`config.mk`:
```
export PLATFORM = sky130hd
export DESIGN_NAME = vram_read_arbiter
export DESIGN_NICKNAME = d
export VERILOG_FILES = /design/src/rtl/vram_pkg.sv /design/src/rtl/vram_read_tracker.sv /design/src/rtl/vram_read_arbiter.sv
export SDC_FILE = /design/constraint.sdc
export NUM_CORES = 1
export LEC_CHECK = 0
export ABC_AREA = 1
export CAP_MARGIN = 25
export CORE_UTILIZATION = 38
export CTS_BUF_LIST = sky130_fd_sc_hd__clkbuf_16
export CTS_CLUSTER_DIAMETER = 60
export DETAILED_ROUTE_END_ITERATION = 8
export GPL_TIMING_DRIVEN = 0
export PLACE_DENSITY = 0.75
export SKIP_CTS_REPAIR_TIMING = 1
export SLEW_MARGIN = 15
export SYNTH_ARGS = -nofsm -noshare
export SYNTH_HDL_FRONTEND = slang
export SYNTH_SLANG_ARGS = --single-unit
```
`constraint.sdc`:
```
create_clock -name clk -period 1.3 [get_ports clk]
set_input_delay 0.195 -clock clk [delete_from_list [all_inputs] [get_ports clk]]
set_output_delay 0.195 -clock clk [all_outputs]
set_load 0.05 [all_outputs]
```
`src/rtl/vram_pkg.sv`:
```
// Shared VRAM types: address/data widths and read-port identifiers.
// Latency: n/a (types and constants only).
// Backpressure: n/a.
package vram_pkg;

  localparam int VRAM_ADDR_W = 14;
  localparam int VRAM_DATA_W = 16;

  typedef enum logic {
    PORT_DISPLAY = 1'b0,
    PORT_CPU     = 1'b1
  } port_id_t;

  // One in-flight read: whether a read was issued and which client owns it.
  typedef struct packed {
    logic     vld;
    port_id_t port;
  } rd_tag_t;

  localparam rd_tag_t TAG_NONE = '{vld: 1'b0, port: PORT_DISPLAY};

endpackage

```
`src/rtl/vram_read_tracker.sv`:
```
// Tag shift register that follows each VRAM read from grant to data return.
// Latency: DEPTH cycles from push_tag to pop_tag.
// Backpressure: none; a tag (valid or empty) is pushed and popped every cycle.
module vram_read_tracker
  import vram_pkg::*;
#(
  parameter int DEPTH = 2
) (
  input  logic    clk,
  input  logic    reset,
  input  rd_tag_t push_tag,
  output rd_tag_t pop_tag
);

  rd_tag_t [DEPTH-1:0] tags_q;

  // Shift tags one stage per cycle; reset discards every in-flight read.
  always_ff @(posedge clk) begin
    if (reset) begin
      tags_q <= {DEPTH{TAG_NONE}};
    end else begin
      tags_q <= {tags_q[DEPTH-2:0], push_tag};
    end
  end

  assign pop_tag = tags_q[DEPTH-1];

endmodule

```
`src/rtl/vram_read_arbiter.sv`:
```
// Arbitrates the single VRAM read port between display (port 0) and CPU (port 1).
// Latency: grant in N, raddr in N+1, validX/rdataX in N+2+READ_LATENCY.
// Backpressure: combinational gnt per request; port 0 priority, port 1 forced after MAX_WAIT denials.
module vram_read_arbiter
  import vram_pkg::*;
#(
  parameter int READ_LATENCY = 1,
  parameter int MAX_WAIT     = 8
) (
  input  logic                   clk,
  input  logic                   reset,
  input  logic                   vram_loaded,
  output logic [VRAM_ADDR_W-1:0] vram_raddr,
  input  logic [VRAM_DATA_W-1:0] vram_rdata,
  input  logic                   req0,
  input  logic                   req1,
  input  logic [VRAM_ADDR_W-1:0] addr0,
  input  logic [VRAM_ADDR_W-1:0] addr1,
  output logic                   gnt0,
  output logic                   gnt1,
  output logic                   valid0,
  output logic                   valid1,
  output logic [VRAM_DATA_W-1:0] rdata0,
  output logic [VRAM_DATA_W-1:0] rdata1
);

  logic                   eligible;
  logic                   force_cpu;
  logic [7:0]             wait_cnt_q, wait_cnt_d;
  logic [VRAM_ADDR_W-1:0] raddr_q, raddr_d;
  logic                   valid0_q, valid0_d;
  logic                   valid1_q, valid1_d;
  logic [VRAM_DATA_W-1:0] rdata0_q, rdata0_d;
  logic [VRAM_DATA_W-1:0] rdata1_q, rdata1_d;
  rd_tag_t                push_tag;
  rd_tag_t                pop_tag;

  assign eligible  = vram_loaded & ~reset;
  assign force_cpu = req1 & (wait_cnt_q == 8'(MAX_WAIT));

  // Grant selection: port 0 by default, port 1 when alone or when its wait hits the limit.
  always_comb begin
    gnt0 = 1'b0;
    gnt1 = 1'b0;
    if (eligible) begin
      if (req1 && (force_cpu || !req0)) begin
        gnt1 = 1'b1;
      end else if (req0) begin
        gnt0 = 1'b1;
      end
    end
  end

  // Starvation count, address latch and tag for the read issued this cycle.
  always_comb begin
    wait_cnt_d = wait_cnt_q + 8'd1;
    if (!req1 || gnt1) begin
      wait_cnt_d = 8'd0;
    end

    raddr_d = raddr_q;
    if (gnt1) begin
      raddr_d = addr1;
    end else if (gnt0) begin
      raddr_d = addr0;
    end

    push_tag      = TAG_NONE;
    push_tag.vld  = gnt0 | gnt1;
    push_tag.port = gnt1 ? PORT_CPU : PORT_DISPLAY;
  end

  // Return routing: the tag leaving the tracker lines up with vram_rdata this cycle.
  always_comb begin
    valid0_d = pop_tag.vld & (pop_tag.port == PORT_DISPLAY);
    valid1_d = pop_tag.vld & (pop_tag.port == PORT_CPU);
    rdata0_d = valid0_d ? vram_rdata : rdata0_q;
    rdata1_d = valid1_d ? vram_rdata : rdata1_q;
  end

  // State registers.
  always_ff @(posedge clk) begin
    if (reset) begin
      wait_cnt_q <= 8'd0;
      raddr_q    <= '0;
      valid0_q   <= 1'b0;
      valid1_q   <= 1'b0;
      rdata0_q   <= '0;
      rdata1_q   <= '0;
    end else begin
      wait_cnt_q <= wait_cnt_d;
      raddr_q    <= raddr_d;
      valid0_q   <= valid0_d;
      valid1_q   <= valid1_d;
      rdata0_q   <= rdata0_d;
      rdata1_q   <= rdata1_d;
    end
  end

  // Depth covers the raddr register stage plus the VRAM read latency.
  vram_read_tracker #(
    .DEPTH(READ_LATENCY + 1)
  ) u_tracker (
    .clk     (clk),
    .reset   (reset),
    .push_tag(push_tag),
    .pop_tag (pop_tag)
  );

  assign vram_raddr = raddr_q;
  assign valid0     = valid0_q;
  assign valid1     = valid1_q;
  assign rdata0     = rdata0_q;
  assign rdata1     = rdata1_q;

endmodule
```
Yosys cells after proc, flatten, opt, wreduce, memory -nomap -nowiden
Cells that the tools add are included.
{"block": "word_totals", "mem_count": 0, "ff_bits": 60, "romBits": 0, "output_inout_bits": 50, "latch_bits": 0, "input_bits": 49, "mem_bits_rw": 0}
{"block": "op_classes", "n_shift": 0, "n_mux": 8, "n_reduce_logical": 7, "n_addsub": 1, "magnitude_cmp": 0, "n_bitwise": 7, "div_mod_pow": 0, "n_mul": 0, "eq_ne": 1}
{"operator": "$mux 14", "count": 2}
{"operator": "$add 8x1->8 const B", "count": 1}
{"operator": "$eq 8x4->1 const B", "count": 1}
{"operator": "$mux 1", "count": 6}
{"operator": "$and 1x1->1", "count": 4}
{"operator": "$logic_not 1->1", "count": 2}
{"operator": "$logic_or 1x1->1", "count": 2}
{"operator": "$not 1->1", "count": 2}
{"operator": "$reduce_bool 2->1", "count": 1}
{"operator": "$reduce_or 2->1", "count": 1}
{"operator": "$logic_and 1x1->1", "count": 1}
{"operator": "$or 1x1->1", "count": 1}

Depth between registers and ports, before layout
{"block": "logic_depth", "ltp_word": 8, "depth_mapped": 10}

Hierarchy
From an unflattened synthesis, not the netlist that was laid out.
{"block": "hier_totals", "cells_unflattened": 303, "area_unflattened_um2": 2389.8}
{"mod": "vram_read_arbiter", "cells_per_inst": 289, "instances": 1, "area_per_inst_um2": 2264.7, "seq_area_each_um2": 1121.1}
{"mod": "vram_read_tracker", "cells_per_inst": 14, "instances": 1, "area_per_inst_um2": 125.1, "seq_area_each_um2": 80.1}

Least setup slack after synthesis
OpenSTA, ideal clock, no wires.
{"block": "synth_timing", "path_type": "reg2out", "start": "register wait_cnt_q[0]", "end": "output gnt0", "t_arrival_ps": 1742, "path_buffers": 1, "setup_slack_ps": -637, "stages_incl_launch_ff": 9, "t_required_ps": 1105, "cell_sequence": "dfxtp_1 -> inv_1 -> ha_1 -> nand2_1 -> nor2_1 -> nand2_1 -> nand2_2 -> buf_6 -> a21oi_1"}
{"block": "synth_between", "elab_chain_len": 6}
{"element": "start: declaration", "line_no": "vram_read_arbiter.sv:29", "text": "logic [7:0] wait_cnt_q, wait_cnt_d;"}
{"element": "start signal: assignment", "line_no": "vram_read_arbiter.sv:91", "text": "wait_cnt_q <= wait_cnt_d;"}
{"element": "$eq 8x4->1", "line_no": "vram_read_arbiter.sv:39", "text": "assign force_cpu = req1 & (wait_cnt_q == 8'(MAX_WAIT));"}
{"element": "$and 1x1->1", "line_no": "vram_read_arbiter.sv:39"}
{"element": "$logic_or 1x1->1", "line_no": "vram_read_arbiter.sv:46", "text": "if (req1 && (force_cpu || !req0)) begin"}
{"element": "$logic_and 1x1->1", "line_no": "vram_read_arbiter.sv:46"}
{"element": "$mux 1", "line_no": "vram_read_arbiter.sv:46"}
{"element": "$mux 1", "line_no": "vram_read_arbiter.sv:45", "text": "if (eligible) begin"}
{"element": "end: declaration", "line_no": "vram_read_arbiter.sv:19", "text": "output logic gnt0,"}
Every way passes these cells.

Final worst setup path
{"block": "layout_timing", "start": "register wait_cnt_q[0]", "end": "output gnt1"}
{"block": "layout_between", "elab_chain_len": 6}
{"element": "$eq 8x4->1", "line_no": "vram_read_arbiter.sv:39"}
{"element": "$and 1x1->1", "line_no": "vram_read_arbiter.sv:39"}
{"element": "$logic_or 1x1->1", "line_no": "vram_read_arbiter.sv:46"}
{"element": "$logic_and 1x1->1", "line_no": "vram_read_arbiter.sv:46"}
{"element": "$mux 1", "line_no": "vram_read_arbiter.sv:46"}
{"element": "$mux 1", "line_no": "vram_read_arbiter.sv:45"}
{"element": "end: declaration", "line_no": "vram_read_arbiter.sv:20", "text": "output logic gnt1,"}
Every way passes these cells.

==> results.sh <==
export IMPL_outcome="complete, but fails checks"
export IMPL_violations="setup timing"
export IMPL_ant_nets=0
export IMPL_post_route_period_util=1.414
export IMPL_fmax_mhz=544.0
export IMPL_die_y_um=81.62
export IMPL_drc_errors=0
export IMPL_io_buffer_count=97
export IMPL_clkSinkCount=60
export IMPL_synth_xor_area_frac=0.02182
export IMPL_cp_buffers_inverters=4
export IMPL_whs_ns=0.2542
export IMPL_busiest_layer="met2"
export IMPL_synth_edf_count=0
export IMPL_drtIter0Drc=64
export IMPL_hold_violations=0
export IMPL_synth_compound_area_frac=0.1408
export IMPL_synth_top_family_by_area="simple AND/OR/NAND/NOR gates"
export IMPL_setup_viol=23
export IMPL_synth_adder_area_share=0.01039
export IMPL_area_delta_synth_final_pct=63.64
export IMPL_insertion_delay_ns=0.32
export IMPL_yosys_area_share_simple=0.2634
export IMPL_dp_slack_ns=-1.176
export IMPL_cp_max_fo=5
export IMPL_irDropWorstVdd_uv=796.8
export IMPL_start_kind="flop"
export IMPL_finalSetupTns_ns=-3.946
export IMPL_grt_usage=0.2016
export IMPL_htreeDepth=3
export IMPL_whs_path_depth=3
export IMPL_gr_usage_met1=0.2233
export IMPL_grtUsageMet2=0.3483
export IMPL_hpwl_um=4471
export IMPL_gp_congestion=0.7504
export IMPL_drive_above_1_share=0.2628
export IMPL_grt_pass1_wl_um=10120
export IMPL_pwr_density_cell_nw_per_um2=1299
export IMPL_coreArea_sq_um=6026
export IMPL_reg2reg_depth=11
export IMPL_synthArstFlopShare=0
export IMPL_fin_skew_ns=0.005283
export IMPL_synthCells=300
export IMPL_cts_made_buffers=9
export IMPL_ys_flop_type="dfxtp_1"
export IMPL_slowest_stage="dfxtp_4"
export IMPL_grt_start_max_net_pins=12
export IMPL_arrival_ns=1.64
export IMPL_num_io_pins=99
export IMPL_leakagePower_uw=0.002029
export IMPL_synth_area_mux_share=0
export IMPL_max_stage_delay_ns=0.36
export IMPL_fp_dieW_um=81.62
export IMPL_worstHoldStart="req1"
export IMPL_holdPathEnd="vram_raddr[2]$_SDFFE_PP0P_"
export IMPL_wirelength_um=6684
export IMPL_reg2reg_from="wait_cnt_q[0]$_SDFF_PP0_"
export IMPL_cp_required_ns=1.11
export IMPL_grt_pass1_vias=2382
export IMPL_seq_area_frac_synth=0.4987
export IMPL_via_count=2445
export IMPL_timing_rr_end="vram_raddr[9]$_SDFFE_PP0P_"
export IMPL_criticalPathCategory="reg2out"
export IMPL_layout_nets=476
export IMPL_firstDrtPassIters=4
export IMPL_met3_usage=0.06778
export IMPL_cts_buffer_depth=2
export IMPL_num_rows=28
export IMPL_syn_area_per_cell_sq_um=8.029
export IMPL_fillers=509
export IMPL_synth_distinct_cells=28
export IMPL_worstMarginPinSlew_ns=0.5618
export IMPL_initial_core_util=0.3997
export IMPL_crit_family="simple AND/OR/NAND/NOR gates"
export IMPL_grt_ovfl_total=0
export IMPL_synth_seq_cells=60
export IMPL_layout_setup_ws_ns=-0.5382
export IMPL_hold_path_class="in2reg"
export IMPL_cts_root_buf="clkbuf_16"
export IMPL_end_kind="primary output"
export IMPL_r2r_setup_slack_ns=-0.21
export IMPL_viasPerCell=4.842
export IMPL_synth_nets=351
export IMPL_n_antenna_cell=0
export IMPL_rsz0062_at_grt="yes"
export IMPL_cap_viol_max_count=0
export IMPL_crit_chain="inv_4, ha_4, nand2_4, nor2_4, nand2_2, nand2_4, nand3_4, buf_8, clkinvlp_4, buf_8"
export IMPL_synth_area_sq_um=2409
export IMPL_maxSlewHeadroom=0.6255
export IMPL_clk_pin_slew_ns=0.05
export IMPL_finalCriticalPeriod_ns=1.838
export IMPL_cts_tree="built"
export IMPL_wl_per_cell_um=13.24
export IMPL_yosysWarningCount=0
export IMPL_report_final_slew_viol_count=0
export IMPL_dieArea_sq_um=6661
export IMPL_antenna_found_initial=0
## power by group
group | total (uW) | switching [uW] | internal, uW
registers | 1940 | 33.0 | 1900
clock network | 2490 | 818 | 1670
logic | 697 | 413 | 284
## through the flow
stage | total power [uW] | instances | utilization | instance area, sq um
after detailed placement | 2649 | 472 | 0.5814 | 3503
after global placement | 2642 | 472 | 0.5814 | 3503
after CTS | 5125 | 488 | 0.6339 | 3820
after floorplan | 2337 | 300 | - | 2439
after global routing | 5299 | 505 | 0.6541 | 3941
final | 5118 | 505 | 0.6541 | 3941
## worst register-to-register path, stage by stage (launching register included)
cell and delay [ns]:
dfxtp_4 0.36, inv_4 0.06, ha_4 0.13, nand2_4 0.04, nor2_4 0.10, nand2_2 0.07, nand2_4 0.10, nand3_4 0.11
buf_8 0.15, buf_4 0.16, nand2_1 0.07, a21oi_2 0.05
## kinds of logic after synthesis
| kind of cell | after synthesis |
|---|---|
| compound gates | 62 |
| xor+xnor | 6 |
| fa+ha+maj | 2 |
| buf+inv | 33 |
| flops | 60 |
| simple gates | 137 |
## worst max-delay path by stage
stage,end,slack [ns],startpoint,depth (start not counted)
5_1_grt,gnt1,-0.63,wait_cnt_q[0]$_SDFF_PP0_,10
6_report,gnt1,-0.54,wait_cnt_q[0]$_SDFF_PP0_,10
3_3_place_gp,gnt1,-1.16,reset,6
4_1_cts,gnt1,-1.29,wait_cnt_q[1]$_SDFF_PP0_,10
2_1_floorplan,gnt0,-0.14,wait_cnt_q[0]$_SDFF_PP0_,8
3_5_place_dp,gnt1,-1.18,reset,6
## synthesized netlist by cell type (7+ instances only)
| library cell | instances | area (sq um) |
|---|---|---|
| a21oi_1 | 8 | 40.04 |
| a21oi_2 | 7 | 61.31 |
| clkbuf_1 | 8 | 30.03 |
| dfxtp_1 | 60 | 1201 |
| inv_1 | 15 | 56.30 |
| nand2_1 | 20 | 75.07 |
| nand4_1 | 14 | 87.58 |
| nor2_1 | 79 | 296.5 |
| o21ai_0 | 46 | 230.2 |
## state kept, by name, indices dropped and copies added (netlist names)
name	count
rdata0	16
rdata1	16
vram_raddr	14
wait_cnt_q	8
u_tracker.pop_tag	2
u_tracker.tags_q	2
valid0	1
valid1	1
## layer usage
metal  share of wire  up-vias  wire length (um)
met3           0.085       13               571
li1                -     1231                 -
met5               0        -                 0
met4           0.019        0               125
met2            0.49      107              3248
met1            0.41     1094              2738
## layout make-up
type / count / area, sq um / share of cell area
Sequential cell: 60 / 1206 / 0.3060
Multi-Input combinational cell: 207 / 1121 / 0.2844
Timing Repair Buffer: 114 / 1027 / 0.2606
Clock buffer: 9 / 225.2 / 0.05714
Buffer: 16 / 102.6 / 0.02603
Tap cell: 75 / 93.84 / 0.02381
Clock inverter: 7 / 91.34 / 0.02317
Inverter: 17 / 73.82 / 0.01873
## cells in the final DEF (no fill, tap or decap), drive strengths merged
master | Yosys | layout
ha | 2 | 2
nand3 | 5 | 5
inv | 16 | 15
xor2 | 5 | 5
clkbuf | 8 | 43
dlymetal6s2s | 0 | 23
nor2 | 81 | 81
buf | 8 | 28
clkinv | 1 | 4
a21oi | 15 | 15
nand2 | 22 | 22
nor3 | 1 | 1
dfxtp | 60 | 60
nand4 | 14 | 14
or2 | 14 | 14
xnor2 | 1 | 1
o211ai | 1 | 1
o21ai | 46 | 46
clkinvlp | 0 | 3
bufinv | 0 | 2
clkdlybuf4s50 | 0 | 45
No activity file was read; power rests on OpenSTA's default activity.
